### config.mk
export PLATFORM = sky130hd
export DESIGN_NAME = whack_game_ctrl
export DESIGN_NICKNAME = d
export VERILOG_FILES = /design/src/rtl/whack_pkg.sv /design/src/rtl/lfsr16.sv /design/src/rtl/whack_game_ctrl.sv
export SDC_FILE = /design/constraint.sdc
export NUM_CORES = 1
export LEC_CHECK = 0
export ABC_AREA = 1
export BUFFER_PORTS_ARGS = -buffer_cell sky130_fd_sc_hd__buf_2
export CAP_MARGIN = 20
export CORE_MARGIN = 8
export CORE_UTILIZATION = 60
export CTS_CLUSTER_DIAMETER = 60
export DETAILED_ROUTE_END_ITERATION = 6
export PLACE_DENSITY_LB_ADDON = 0.1
export SLEW_MARGIN = 0
export SYNTH_ARGS = -nofsm -noshare
export SYNTH_HDL_FRONTEND = slang
export SYNTH_SLANG_ARGS = --single-unit
export TNS_END_PERCENT = 10
### constraint.sdc
create_clock -name clk -period 3.8 [get_ports clk]
set_input_delay 0.57 -clock clk [delete_from_list [all_inputs] [get_ports clk]]
set_output_delay 0.57 -clock clk [all_outputs]
set_load 0.005 [all_outputs]
### src/rtl/whack_pkg.sv
// Shared whack-a-mole definitions: FSM state encodings, LFSR taps,
// default game constants and the no-repeat mole index helper.
package whack_pkg;

    typedef enum logic [1:0] {
        IDLE = 2'd0,
        GAP  = 2'd1,
        MOLE = 2'd2,
        OVER = 2'd3
    } state_t;

    // Fibonacci taps 16,14,13,11 -> bits 15,13,12,10
    localparam logic [15:0] LFSR_TAPS = 16'hB400;

    localparam int DEF_GAME_SECONDS = 20;
    localparam int DEF_SCORE_MAX    = 63;

    // Bump the raw index by one when it would repeat the last mole
    function automatic logic [3:0] pick_idx(
        input logic [3:0] raw,
        input logic [3:0] prev
    );
        return (raw == prev) ? raw + 4'd1 : raw;
    endfunction

endpackage

### src/rtl/lfsr16.sv
// 16-bit Fibonacci LFSR, free running every clk.
// Ports: clk, reset (async active-low, loads SEED), q[15:0] state.
module lfsr16
    import whack_pkg::*;
#(
    parameter logic [15:0] SEED = 16'hACE1
) (
    input  logic        clk,
    input  logic        reset,
    output logic [15:0] q
);

    always_ff @(posedge clk or negedge reset) begin
        if (!reset) q <= SEED;
        else        q <= {q[14:0], ^(q & LFSR_TAPS)};
    end

endmodule

### src/rtl/whack_game_ctrl.sv
// Whack-a-mole game sequencer: FSM, mole placement/lifetime, hits, score, countdown.
// Ports: clk, reset (async low), tick_1hz, start, sw[15:0] in; led, score, time_left, playing, game_over out.
module whack_game_ctrl
    import whack_pkg::*;
#(
    parameter int          GAME_SECONDS = DEF_GAME_SECONDS,
    parameter int          MOLE_CYCLES  = 75_000_000,
    parameter int          GAP_CYCLES   = 25_000_000,
    parameter int          SCORE_MAX    = DEF_SCORE_MAX,
    parameter logic [15:0] LFSR_SEED    = 16'hACE1
) (
    input  logic        clk,
    input  logic        reset,
    input  logic        tick_1hz,
    input  logic        start,
    input  logic [15:0] sw,
    output logic [15:0] led,
    output logic [5:0]  score,
    output logic [4:0]  time_left,
    output logic        playing,
    output logic        game_over
);

    localparam int LW = (MOLE_CYCLES > 1) ? $clog2(MOLE_CYCLES) : 1;
    localparam int GW = (GAP_CYCLES > 1) ? $clog2(GAP_CYCLES) : 1;

    localparam logic [LW-1:0] LIFE_LAST = LW'(MOLE_CYCLES - 1);
    localparam logic [GW-1:0] GAP_LAST  = GW'(GAP_CYCLES - 1);
    localparam logic [4:0]    SECS      = 5'(GAME_SECONDS);
    localparam logic [5:0]    SMAX      = 6'(SCORE_MAX);

    state_t state, state_n;

    logic [15:0]   led_n;
    logic [5:0]    score_n;
    logic [4:0]    time_n;
    logic          playing_n;
    logic          over_n;
    logic [GW-1:0] gap_cnt, gap_n;
    logic [LW-1:0] life_cnt, life_n;
    logic [3:0]    prev_idx, prev_n;

    logic          st_s1, st_s2, st_q;
    logic [15:0]   sw_s1, sw_s2, sw_q;
    logic          start_rise;
    logic [15:0]   sw_evt;
    logic          hit;
    logic [3:0]    idx;

    logic [15:0]   lfsr_q;
    logic          lfsr_unused;

    lfsr16 #(.SEED(LFSR_SEED)) u_lfsr (
        .clk   (clk),
        .reset (reset),
        .q     (lfsr_q)
    );

    assign lfsr_unused = ^lfsr_q[15:4];

    // 2-FF synchronizers plus one history stage for edge detection
    always_ff @(posedge clk or negedge reset) begin
        if (!reset) begin
            st_s1 <= 1'b0;
            st_s2 <= 1'b0;
            st_q  <= 1'b0;
            sw_s1 <= '0;
            sw_s2 <= '0;
            sw_q  <= '0;
        end else begin
            st_s1 <= start;
            st_s2 <= st_s1;
            st_q  <= st_s2;
            sw_s1 <= sw;
            sw_s2 <= sw_s1;
            sw_q  <= sw_s2;
        end
    end

    assign start_rise = st_s2 & ~st_q;
    assign sw_evt     = sw_s2 ^ sw_q;
    // led only has the lit bit set in MOLE, so unlit toggles drop out here
    assign hit        = |(sw_evt & led);
    assign idx        = pick_idx(lfsr_q[3:0], prev_idx);

    always_ff @(posedge clk or negedge reset) begin
        if (!reset) begin
            state     <= IDLE;
            led       <= '0;
            score     <= '0;
            time_left <= SECS;
            playing   <= 1'b0;
            game_over <= 1'b0;
            gap_cnt   <= '0;
            life_cnt  <= '0;
            prev_idx  <= '0;
        end else begin
            state     <= state_n;
            led       <= led_n;
            score     <= score_n;
            time_left <= time_n;
            playing   <= playing_n;
            game_over <= over_n;
            gap_cnt   <= gap_n;
            life_cnt  <= life_n;
            prev_idx  <= prev_n;
        end
    end

    always_comb begin
        state_n = state;
        led_n   = led;
        score_n = score;
        time_n  = time_left;
        gap_n   = gap_cnt;
        life_n  = life_cnt;
        prev_n  = prev_idx;

        unique case (state)
            IDLE, OVER: begin
                led_n = '0;
                if (start_rise) begin
                    state_n = GAP;
                    score_n = '0;
                    time_n  = SECS;
                    gap_n   = '0;
                end
            end
            GAP: begin
                led_n = '0;
                if (gap_cnt == GAP_LAST) begin
                    state_n = MOLE;
                    led_n   = 16'd1 << idx;
                    prev_n  = idx;
                    life_n  = '0;
                end else begin
                    gap_n = gap_cnt + 1'b1;
                end
            end
            MOLE: begin
                // hit is checked first so it wins over a same-cycle timeout
                if (hit) begin
                    score_n = (score >= SMAX) ? SMAX : score + 6'd1;
                    led_n   = '0;
                    state_n = GAP;
                    gap_n   = '0;
                end else if (life_cnt == LIFE_LAST) begin
                    led_n   = '0;
                    state_n = GAP;
                    gap_n   = '0;
                end else begin
                    life_n = life_cnt + 1'b1;
                end
            end
            default: begin
                state_n = IDLE;
                led_n   = '0;
            end
        endcase

        // Countdown overrides the mole transitions but keeps any score update
        if ((state == GAP || state == MOLE) && tick_1hz) begin
            if (time_left > 5'd1) begin
                time_n = time_left - 5'd1;
            end else begin
                time_n  = '0;
                state_n = OVER;
                led_n   = '0;
            end
        end

        playing_n = (state_n == GAP) || (state_n == MOLE);
        over_n    = (state_n == OVER);
    end

endmodule
==> flow_metrics.env, run 1 <==
export IMPL_status="complete, no violations"
export IMPL_path_class="flip-flop to flip-flop"
export IMPL_power_density_nw_per_um2=507
export IMPL_cp_slowest_cell="ha_1"
export IMPL_drtIter0Drc=462
export IMPL_p_comb_share_pct=23.7
export IMPL_hold_class="input pin to async pin"
export IMPL_ys_async_sr_fraction_pct=100
export IMPL_synth_xor_area_share_pct=1.70
export IMPL_r2r_end="life_cnt[18]"
export IMPL_final_setup_skew_ns=0.00671
export IMPL_syn_avg_cell_area_um2=7.43
export IMPL_cts_made_buffers=17
export IMPL_highest_signal_layer="met4"
export IMPL_ant_nets=0
export IMPL_p_int_uw=3030
export IMPL_p_leak_uw=0.00432
export IMPL_report_final_slew_viol_count=0
export IMPL_yosys_area_share_simple_pct=37.2
export IMPL_crit_arrival_ns=2.92
export IMPL_endpoint_kind="flip-flop"
export IMPL_worstPathMaxFanout=29
export IMPL_tightestPinTransition_ns=0.648
export IMPL_routed_wl_um=18100
export IMPL_via_count=7017
export IMPL_io_pins=49
export IMPL_p_clk_share_pct=37.2
export IMPL_synthCells=1111
export IMPL_grt_pass1_wl_um=31700
export IMPL_yosysTopAreaCell="dfrtp_1"
export IMPL_fmax_mhz=383
export IMPL_htreeDepth=4
export IMPL_clkSinkCount=154
export IMPL_path_buf_inv=4
export IMPL_ys_seq_area_share_pct=46.8
export IMPL_vias_per_cell=5.20
export IMPL_die_x_um=133
export IMPL_clockRootBuffer="clkbuf_16"
export IMPL_placed_cells=1317
export IMPL_peakVddDrop_mv=0.411
export IMPL_grt_max_degree=88
export IMPL_clk_pin_slew_ns=0.06
export IMPL_period_minus_slack_ns=2.61
export IMPL_swShare_pct=34.9
export IMPL_critPathMaxStageDelay_ns=0.44
export IMPL_dieArea_um2=17800
export IMPL_cp_data_required_time_ns=4.11
export IMPL_start_util_pct=60.4
export IMPL_path_common_cell="nand2_1"
export IMPL_route_met3_wl_um=782
export IMPL_syn_area_um2=8260
export IMPL_dpl_hpwl_um=12800
export IMPL_synth_ff_type="dfrtp_1"
export IMPL_final_cells=1349
export IMPL_die_h_um=133
export IMPL_drc=0
export IMPL_syn_nets=1140
export IMPL_finalHoldViolations=0
export IMPL_period_share_pct=68.6
export IMPL_rsz0062_at_grt="false"
export IMPL_critical_path_top_delay_family="buffers and inverters"
export IMPL_port_buffers=48
export IMPL_netlist_cell_type_count=35
export IMPL_grt_antenna_before_repair=0
export IMPL_cts_buffer_depth=2
export IMPL_rows=43
export IMPL_synth_compound_area_share_pct=5.97
export IMPL_synth_edf_count=0
export IMPL_dr_pass1_iters=5
export IMPL_r2r_cells=10
export IMPL_hold_buffers=0
export IMPL_synth_top_cells_by_count="392 x nand2_1, 164 x nor2_1, 144 x dfrtp_1, 98 x inv_1, 84 x nand3_1"
export IMPL_gp_congestion=0.964
export IMPL_slew_limit_headroom_pct=56.7
export IMPL_r2r_setup_slack_ns=1.19
export IMPL_muxShareOfSynthArea_pct=0
export IMPL_path_cells="inv_1, ha_1, inv_1, buf_4, nand2_1, nand2_1, inv_2, nand3_4, nand2_1, nand2_1"
export IMPL_grt_pass1_vias=6623
export IMPL_core_um2=13700
export IMPL_met2_length_um=8200
export IMPL_yosysTopAreaCellShare_pct=43.6
export IMPL_start_kind="flip-flop"
export IMPL_synthTopCellsByArea="dfrtp_1 44%, nand2_1 18%, nor2_1 7.5%"
export IMPL_fin_setup_tns_ns=0
export IMPL_post_cts_buffers=0
export IMPL_met1Wirelength_um=8760
export IMPL_yosysMostFrequentCell="nand2_1"
export IMPL_nNetsFinal=1185
export IMPL_num_antenna_cells=0
export IMPL_cts_tree="built"
export IMPL_p_seq_share_pct=39.1
export IMPL_drive_above_1_share_pct=12.9
export IMPL_postCtsResizedCells=0
export IMPL_clk_insertion_delay_late_ns=0.42
export IMPL_yosys_warnings=0
export IMPL_p_sw_uw=1630
export IMPL_wl_per_cell_um=13.4
export IMPL_synth_ff_latch_count=154
export IMPL_setup_viol=0
export IMPL_crit_reg2reg_launch="state[0]"
export IMPL_maxCapViolations=0
export IMPL_overflow=0
export IMPL_synth_top_family_by_area="simple AND/OR/NAND/NOR gates"
export IMPL_area_growth_pct=11.4
export IMPL_grt_usage_pct=21.7
export IMPL_synthAdderAreaFrac_pct=1.36
[placed cells by master (no fill, tap or decap), types with 7 or more instances in the layout]
cell type and n:
o21ai_2 21, xor2_1 11, nand2_1 392, nor2_1 164, clkbuf_16 17, or2_2 7
nand3_1 84, nand4_1 35, nor2_4 7, o21ai_0 21, nor3_1 13, buf_2 47
inv_1 98, inv_2 8, dfstp_2 10, a21oi_1 28, dfrtp_1 144, ha_1 9
[worst max-delay path by stage]
stage           startpoint            to  slack (ns)  depth (start not counted)
2_1_floorplan  life_cnt[0]       playing        1.93                         11
3_3_place_gp      state[0]   life_cnt[1]        1.28                         10
3_5_place_dp      state[0]  life_cnt[18]        1.22                         10
4_1_cts           state[0]  life_cnt[18]        1.21                         10
5_1_grt           state[0]  life_cnt[18]        0.95                         10
6_report          state[0]  life_cnt[18]        1.19                         10
[kinds of logic after synthesis]
family	Yosys count
AND/OR/NAND/NOR	721
flip-flops	154
buffers and inverters	132
AO/OA/AOI/OAI	79
XOR/XNOR	16
adder cells (fa/ha/maj)	9
[power by group through the flow]
stage	Combinational [uW]	Clock, uW	Sequential [uW]
final	1110	1730	1820
after global routing	1250	1840	1840
after CTS	1120	1760	1820
after detailed placement	1110	0	1850
after global placement	1090	0	1850
after floorplan	974	0	1840
[registers in the layout (all words and copies together), names as in the netlist, 2 cells and up]
name and flops:
life_cnt 27, gap_cnt 25, led 16, sw_q 16, sw_s1 16, sw_s2 16
u_lfsr.q 16, score 6, time_left 5, prev_idx 4, state 2
[final cells by class]
class | instances | area [um2]
fill | 1194 | 4460
tap | 180 | 225
clock inverter | 14 | 168
sequential | 154 | 3870
clock buffer | 18 | 439
timing repair buffer | 52 | 289
inverter | 106 | 398
multi-input combinational | 825 | 3820
[routing by layer]
layer  up-vias  track usage [%]
met2       143             33.3
li1       3612                -
met5         -                0
met1      3238             29.6
met3        24             4.67
met4         0             8.17
[through the flow]
step / worst slack, ns / hold slack [ns] / instance area [um2] / total power, uW / util (%)
6_report: 1.19 / 0.135 / 9200 / 4660 / 67.3
3_5_place_dp: 1.22 / 0.336 / 8590 / 2970 / 62.9
4_1_cts: 1.21 / 0.155 / 9200 / 4710 / 67.3
5_1_grt: 0.950 / 0.182 / 9200 / 4930 / 67.3
2_1_floorplan: 1.93 / 0.274 / 8260 / 2810 / -
3_3_place_gp: 1.28 / 0.333 / 8590 / 2940 / 62.9
No activity file was read; power rests on OpenSTA's default activity.
==> run 2, diff against run 1 <==
- clock period: 3.8 -> 2.5 ns (I/O delays scaled with it)
==> run 2 against run 1 <==
  * Critical path depth grew 1
  * Register-to-register slack lost 0.97 ns
  * Sequential power grew 53%
  * Die area is the same
  * Non-clock buffer count grew 9
  * Clock skew grew 0.0056 ns
  * Sequential cell count is the same
  * Critical path type unchanged
==> flow_metrics.env, run 2 (synthesis gave the netlist of run 1 again) <==
export IMPL_status="complete, no violations"
export IMPL_hold_class="input pin to flip-flop"
export IMPL_r2r_setup_slack_ns=0.23
export IMPL_die_h_um=133
export IMPL_r2r_cells=11
export IMPL_worstPathMaxFanout=28
export IMPL_fin_setup_tns_ns=0
export IMPL_grt_pass1_wl_um=31000
export IMPL_period_minus_slack_ns=2.27
export IMPL_p_int_uw=4380
export IMPL_via_count=7035
export IMPL_regMostFlops="life_cnt"
export IMPL_cp_data_required_time_ns=2.80
export IMPL_p_comb_share_pct=26.1
export IMPL_dieArea_um2=17800
export IMPL_min_to="sw_s1[12]"
export IMPL_crit_reg2reg_launch="life_cnt[0]"
export IMPL_rows=43
export IMPL_grt_antenna_before_repair=0
export IMPL_routed_wl_um=18300
export IMPL_clockRootBuffer="clkbuf_16"
export IMPL_maxCapViolations=0
export IMPL_num_antenna_cells=0
export IMPL_holdPathStages=1
export IMPL_dr_pass1_iters=5
export IMPL_dpl_hpwl_um=13200
export IMPL_overflow=0
export IMPL_p_clk_share_pct=33.2
export IMPL_vias_per_cell=5.18
export IMPL_largestRegisters="life_cnt: 27 flops, gap_cnt: 25 flops"
export IMPL_start_kind="flip-flop"
export IMPL_cts_tree="built"
export IMPL_port_buffers=48
export IMPL_io_pins=49
export IMPL_cts_made_buffers=17
export IMPL_largest_reg_flops=27
export IMPL_fmax_mhz=440
export IMPL_power_density_nw_per_um2=742
export IMPL_peakVddDrop_mv=0.713
export IMPL_nNetsFinal=1194
export IMPL_layout_commonest_cell="nand2_1"
export IMPL_p_sw_uw=2450
export IMPL_slew_limit_headroom_pct=61.4
export IMPL_htreeDepth=4
export IMPL_period_share_pct=91.0
export IMPL_report_final_slew_viol_count=0
export IMPL_power_uw=6820
export IMPL_rsz0062_at_grt="false"
export IMPL_r2r_end="life_cnt[7]"
export IMPL_area_growth_pct=11.4
export IMPL_clk_pin_slew_ns=0.06
export IMPL_p_leak_uw=0.00431
export IMPL_clkSinkCount=154
export IMPL_min_from="sw[12]"
export IMPL_start_util_pct=60.4
export IMPL_clk_insertion_delay_late_ns=0.43
export IMPL_p_seq_share_pct=40.7
export IMPL_endpoint_kind="flip-flop"
export IMPL_drive_above_1_share_pct=12.9
export IMPL_finalHoldViolations=0
export IMPL_grt_pass1_vias=6311
export IMPL_swShare_pct=35.9
export IMPL_crit_arrival_ns=2.58
export IMPL_cts_buffer_depth=2
export IMPL_die_x_um=133
export IMPL_drc=0
export IMPL_wl_per_cell_um=13.5
export IMPL_nFillCells=1220
export IMPL_ant_nets=0
export IMPL_grt_usage_pct=21.3
export IMPL_drtIter0Drc=541
export IMPL_grt_max_degree=56
export IMPL_gp_congestion=0.956
export IMPL_tightestPinTransition_ns=0.578
export IMPL_core_um2=13700
export IMPL_final_setup_skew_ns=0.0124
export IMPL_setup_viol=0
export IMPL_final_cell_mix="392 x nand2_1, 164 x nor2_1, 144 x dfrtp_1, 98 x inv_1, 84 x nand3_1"
export IMPL_path_class="flip-flop to flip-flop"
run 2: how the worst max path moves through the flow:
stage | to | cells after the start | slack, ns | from
finish | life_cnt[7] | 11 | 0.23 | life_cnt[0]
global route | life_cnt[15] | 11 | 0.05 | life_cnt[0]
CTS | gap_cnt[9] | 10 | 0.02 | life_cnt[0]
detailed placement | gap_cnt[9] | 10 | 0.05 | life_cnt[0]
global placement | gap_cnt[21] | 10 | 0.13 | life_cnt[0]
floorplan | playing | 11 | 0.63 | life_cnt[0]
run 2: cell type report:
type / instances / area (um2) / share of cell area, %
well taps: 180 / 225 / 2.45
inverters: 106 / 398 / 4.33
clock buffers: 25 / 465 / 5.06
flip-flops and latches: 154 / 3870 / 42.0
repair buffers: 61 / 372 / 4.04
clock inverters: 7 / 47.5 / 0.517
multi-input cells: 825 / 3820 / 41.6
run 2: per-stage QoR:
stage | area (um2) | instances | hold WS (ns) | setup WS (ns) | utilization [%]
2_1_floorplan | 8260 | 1111 | 0.0794 | 0.632 | -
3_3_place_gp | 8660 | 1324 | 0.332 | 0.130 | 63.4
3_5_place_dp | 8660 | 1324 | 0.335 | 0.0472 | 63.4
4_1_cts | 9180 | 1357 | 0.0412 | 0.0176 | 67.2
5_1_grt | 9200 | 1358 | 0.0318 | 0.0500 | 67.3
6_report | 9200 | 1358 | 0.0513 | 0.226 | 67.3
run 2: power groups by stage:
stage	clock network [uW]	registers, uW	logic, uW
after detailed placement	0	2820	1740
after global routing	2410	2800	2000
after global placement	0	2810	1720
after floorplan	0	2800	1480
final	2270	2780	1780
after CTS	2310	2780	1760
run 2: routing by layer:
layer / track usage, % / part of all wire (%)
met2: 32.6 / 47
met5: 0 / 0
met3: 4.52 / 4.6
met4: 6.18 / 0.95
met1: 29.8 / 48
run 2: worst max-delay path, cell delays in order (launching register included):
cell	delay (ns)
dfrtp_1	0.44
ha_1	0.30
inv_2	0.11
nor2_4	0.06
nand2_1	0.06
nor2_1	0.06
nand3_1	0.06
nand2_1	0.06
inv_2	0.40
nand3_4	0.37
nand2_1	0.15
nand2_1	0.06
run 2: repair_timing:
item / CTS / global route
resized for setup: 0 / 1
buffers inserted: 0 / 1
hold buffers: 1 / 0
setup endpoints to repair: 0 / 25
hold endpoints to repair: 43 / 0
==> run 3, diff against run 2 <==
- CORE_UTILIZATION: 60 -> 30
- SYNTH_HIERARCHICAL: default -> 1
==> run 3 against run 2 <==
  * Largest cell class is now multi-input gates
  * Utilization fell by 32 points
  * Final area up 5.0%
  * Synthesized cell count grew 3.9%
==> flow_metrics.env, run 3 <==
export IMPL_period_share_pct=89.9
export IMPL_synth_xor_area_share_pct=2.83
export IMPL_synthAdderAreaFrac_pct=1.35
export IMPL_yosys_area_share_simple_pct=39.5
export IMPL_met1Wirelength_um=11300
export IMPL_grt_max_degree=63
export IMPL_crit_reg2reg_launch="life_cnt[0]"
export IMPL_num_antenna_cells=0
export IMPL_regMostFlops="life_cnt"
export IMPL_cp_slowest_cell="dfrtp_1"
export IMPL_synth_top_cells_by_count="413 x nand2_1, 180 x nor2_1, 144 x dfrtp_1, 108 x inv_1, 103 x nand3_1"
export IMPL_ys_seq_area_share_pct=46.2
export IMPL_r2r_setup_slack_ns=0.25
export IMPL_worstPathMaxFanout=15
export IMPL_start_kind="flip-flop"
export IMPL_rows=61
export IMPL_pre_cts_slack_ns=0.0598
export IMPL_critical_path_top_delay_family="simple AND/OR/NAND/NOR gates"
export IMPL_peakVddDrop_mv=0.651
export IMPL_report_final_slew_viol_count=0
export IMPL_nFillCells=2950
export IMPL_setup_viol=0
export IMPL_fmax_mhz=445
export IMPL_worst_slack_ns=0.252
export IMPL_finalHoldViolations=0
export IMPL_synth_ff_type="dfrtp_1"
export IMPL_multiInputGateArea_um2=3910
export IMPL_syn_nets=1183
export IMPL_yosysMostFrequentCell="nand2_1"
export IMPL_path_cells="ha_1, inv_2, nor2_4, nand3_1, nor2_1, nand2_1, nand3_4, nand2_1, nand2_1, nand2_1, ha_1"
export IMPL_drive_above_1_share_pct=11.6
export IMPL_dpl_hpwl_um=16500
export IMPL_crit_arrival_ns=2.55
export IMPL_path_buf_inv=1
export IMPL_die_h_um=183
export IMPL_clockRootBuffer="clkbuf_16"
export IMPL_endpoint_kind="flip-flop"
export IMPL_r2r_cells=11
export IMPL_status="complete, no violations"
export IMPL_final_setup_skew_ns=0.0150
export IMPL_largestRegisters="life_cnt: 27 flops, gap_cnt: 25 flops"
export IMPL_highest_signal_layer="met4"
export IMPL_period_minus_slack_ns=2.25
export IMPL_yosys_warnings=6
export IMPL_routed_wl_um=22800
export IMPL_yosysTopAreaCellShare_pct=43.1
export IMPL_grt_usage_pct=14.0
export IMPL_postCtsResizedCells=0
export IMPL_muxShareOfSynthArea_pct=0
export IMPL_maxCapViolations=0
export IMPL_synth_top_family_by_area="simple AND/OR/NAND/NOR gates"
export IMPL_drtIter0Drc=493
export IMPL_cts_tree="built"
export IMPL_gp_congestion=0.842
export IMPL_synth_compound_area_share_pct=2.92
export IMPL_dieArea_um2=33500
export IMPL_met2_length_um=10500
export IMPL_rsz0062_at_grt="false"
export IMPL_final_cell_mix="413 x nand2_1, 180 x nor2_1, 144 x dfrtp_1, 108 x inv_1, 103 x nand3_1"
export IMPL_slew_limit_headroom_pct=46.2
export IMPL_critPathMaxStageDelay_ns=0.45
export IMPL_ant_nets=0
export IMPL_yosysTopAreaCell="dfrtp_1"
export IMPL_grt_pass1_vias=7051
export IMPL_seq_area_um2=3870
export IMPL_largest_reg_flops=27
export IMPL_cp_data_required_time_ns=2.80
export IMPL_wl_per_cell_um=14.2
export IMPL_tightestPinTransition_ns=0.808
export IMPL_synthCells=1154
export IMPL_overflow=0
export IMPL_path_common_cell="nand2_1"
export IMPL_port_buffers=48
export IMPL_synth_edf_count=0
export IMPL_min_to="sw_s1[7]"
export IMPL_fin_setup_tns_ns=0
export IMPL_power_density_nw_per_um2=748
export IMPL_via_count=7102
export IMPL_hold_class="input pin to flip-flop"
export IMPL_grt_pass1_wl_um=37700
export IMPL_area_growth_pct=15.5
export IMPL_die_x_um=183
export IMPL_holdPathStages=1
export IMPL_netlist_cell_type_count=33
export IMPL_p_leak_uw=0.00453
export IMPL_ys_async_sr_fraction_pct=100
export IMPL_r2r_end="playing"
export IMPL_layout_commonest_cell="nand2_1"
export IMPL_synthTopCellsByArea="dfrtp_1 43%, nand2_1 19%, nor2_1 8.1%"
export IMPL_synth_ff_latch_count=154
export IMPL_path_class="flip-flop to flip-flop"
export IMPL_core_um2=27600
export IMPL_start_util_pct=30.3
export IMPL_clkSinkCount=154
export IMPL_syn_avg_cell_area_um2=7.25
export IMPL_clk_pin_slew_ns=0.07
export IMPL_dr_pass1_iters=5
export IMPL_drc=0
export IMPL_nNetsFinal=1245
export IMPL_min_from="sw[7]"
export IMPL_vias_per_cell=4.42
export IMPL_grt_antenna_before_repair=0
export IMPL_io_pins=49
export IMPL_route_met3_wl_um=582
export IMPL_cts_buffer_depth=2
export IMPL_syn_area_um2=8370
export IMPL_clk_insertion_delay_late_ns=0.43
export IMPL_htreeDepth=4
export IMPL_cts_made_buffers=17
run 3: routing by layer:
| layer | GRT usage (%) | vias to the layer above |
|---|---|---|
| met5 | 0 | - |
| met4 | 4.42 | 0 |
| met3 | 2.18 | 17 |
| met2 | 22.8 | 97 |
| met1 | 18.8 | 3247 |
| li1 | - | 3741 |
run 3: worst reg2reg max path, cell delays in order (launching register included):
cell,delay (ns)
dfrtp_1,0.45
ha_1,0.32
inv_2,0.09
nor2_4,0.17
nand3_1,0.08
nor2_1,0.19
nand2_1,0.12
nand3_4,0.22
nand2_1,0.08
nand2_1,0.06
nand2_1,0.07
ha_1,0.27
run 3: worst max path at each step:
stage	start	end	slack, ns	cells after the start
2_1_floorplan	gap_cnt[0]	playing	0.53	11
4_1_cts	gap_cnt[1]	gap_cnt[4]	0.05	11
5_1_grt	gap_cnt[0]	gap_cnt[4]	0.06	11
3_5_place_dp	gap_cnt[1]	gap_cnt[2]	0.06	11
3_3_place_gp	life_cnt[0]	led[8]	0.11	8
6_report	life_cnt[0]	playing	0.25	11
run 3: layout make-up:
type                    instances  area share (%)
repair buffers                 69            4.38
clock inverters                15            1.32
multi-input cells             858            40.5
inverters                     116            4.51
flip-flops and latches        154            40.0
well taps                     378            4.90
clock buffers                  17            4.40
run 3: cells by family after synthesis:
| family | after synthesis |
|---|---|
| AO/OA/AOI/OAI | 45 |
| XOR/XNOR | 27 |
| adder cells (fa/ha/maj) | 9 |
| buffers and inverters | 143 |
| flip-flops | 154 |
| AND/OR/NAND/NOR | 776 |
run 3: through the flow:
| step | area (um2) | hold slack [ns] | util, % | power [uW] | cells |
|---|---|---|---|---|---|
| after floorplan | 8370 | 0.0794 | - | 4200 | 1154 |
| after detailed placement | 9090 | 0.335 | 32.9 | 4760 | 1573 |
| after global routing | 9660 | 0.0285 | 35.0 | 7680 | 1607 |
| final | 9660 | 0.0538 | 35.0 | 7230 | 1607 |
| after global placement | 9080 | 0.332 | 32.9 | 4750 | 1572 |
| after CTS | 9650 | 0.0317 | 34.9 | 7320 | 1606 |
run 3: power breakdown:
group          internal, uW  leakage, uW  switching (uW)
Combinational           471      0.00227            1490
Sequential             2650      0.00199             116
Clock                  1310     0.000274            1200
run 3: timing repair:
action                                  CTS  global route
endpoints found under the setup margin    0            25
hold endpoints to repair                 52             0
buffers inserted                          0             0
hold buffers                              1             0
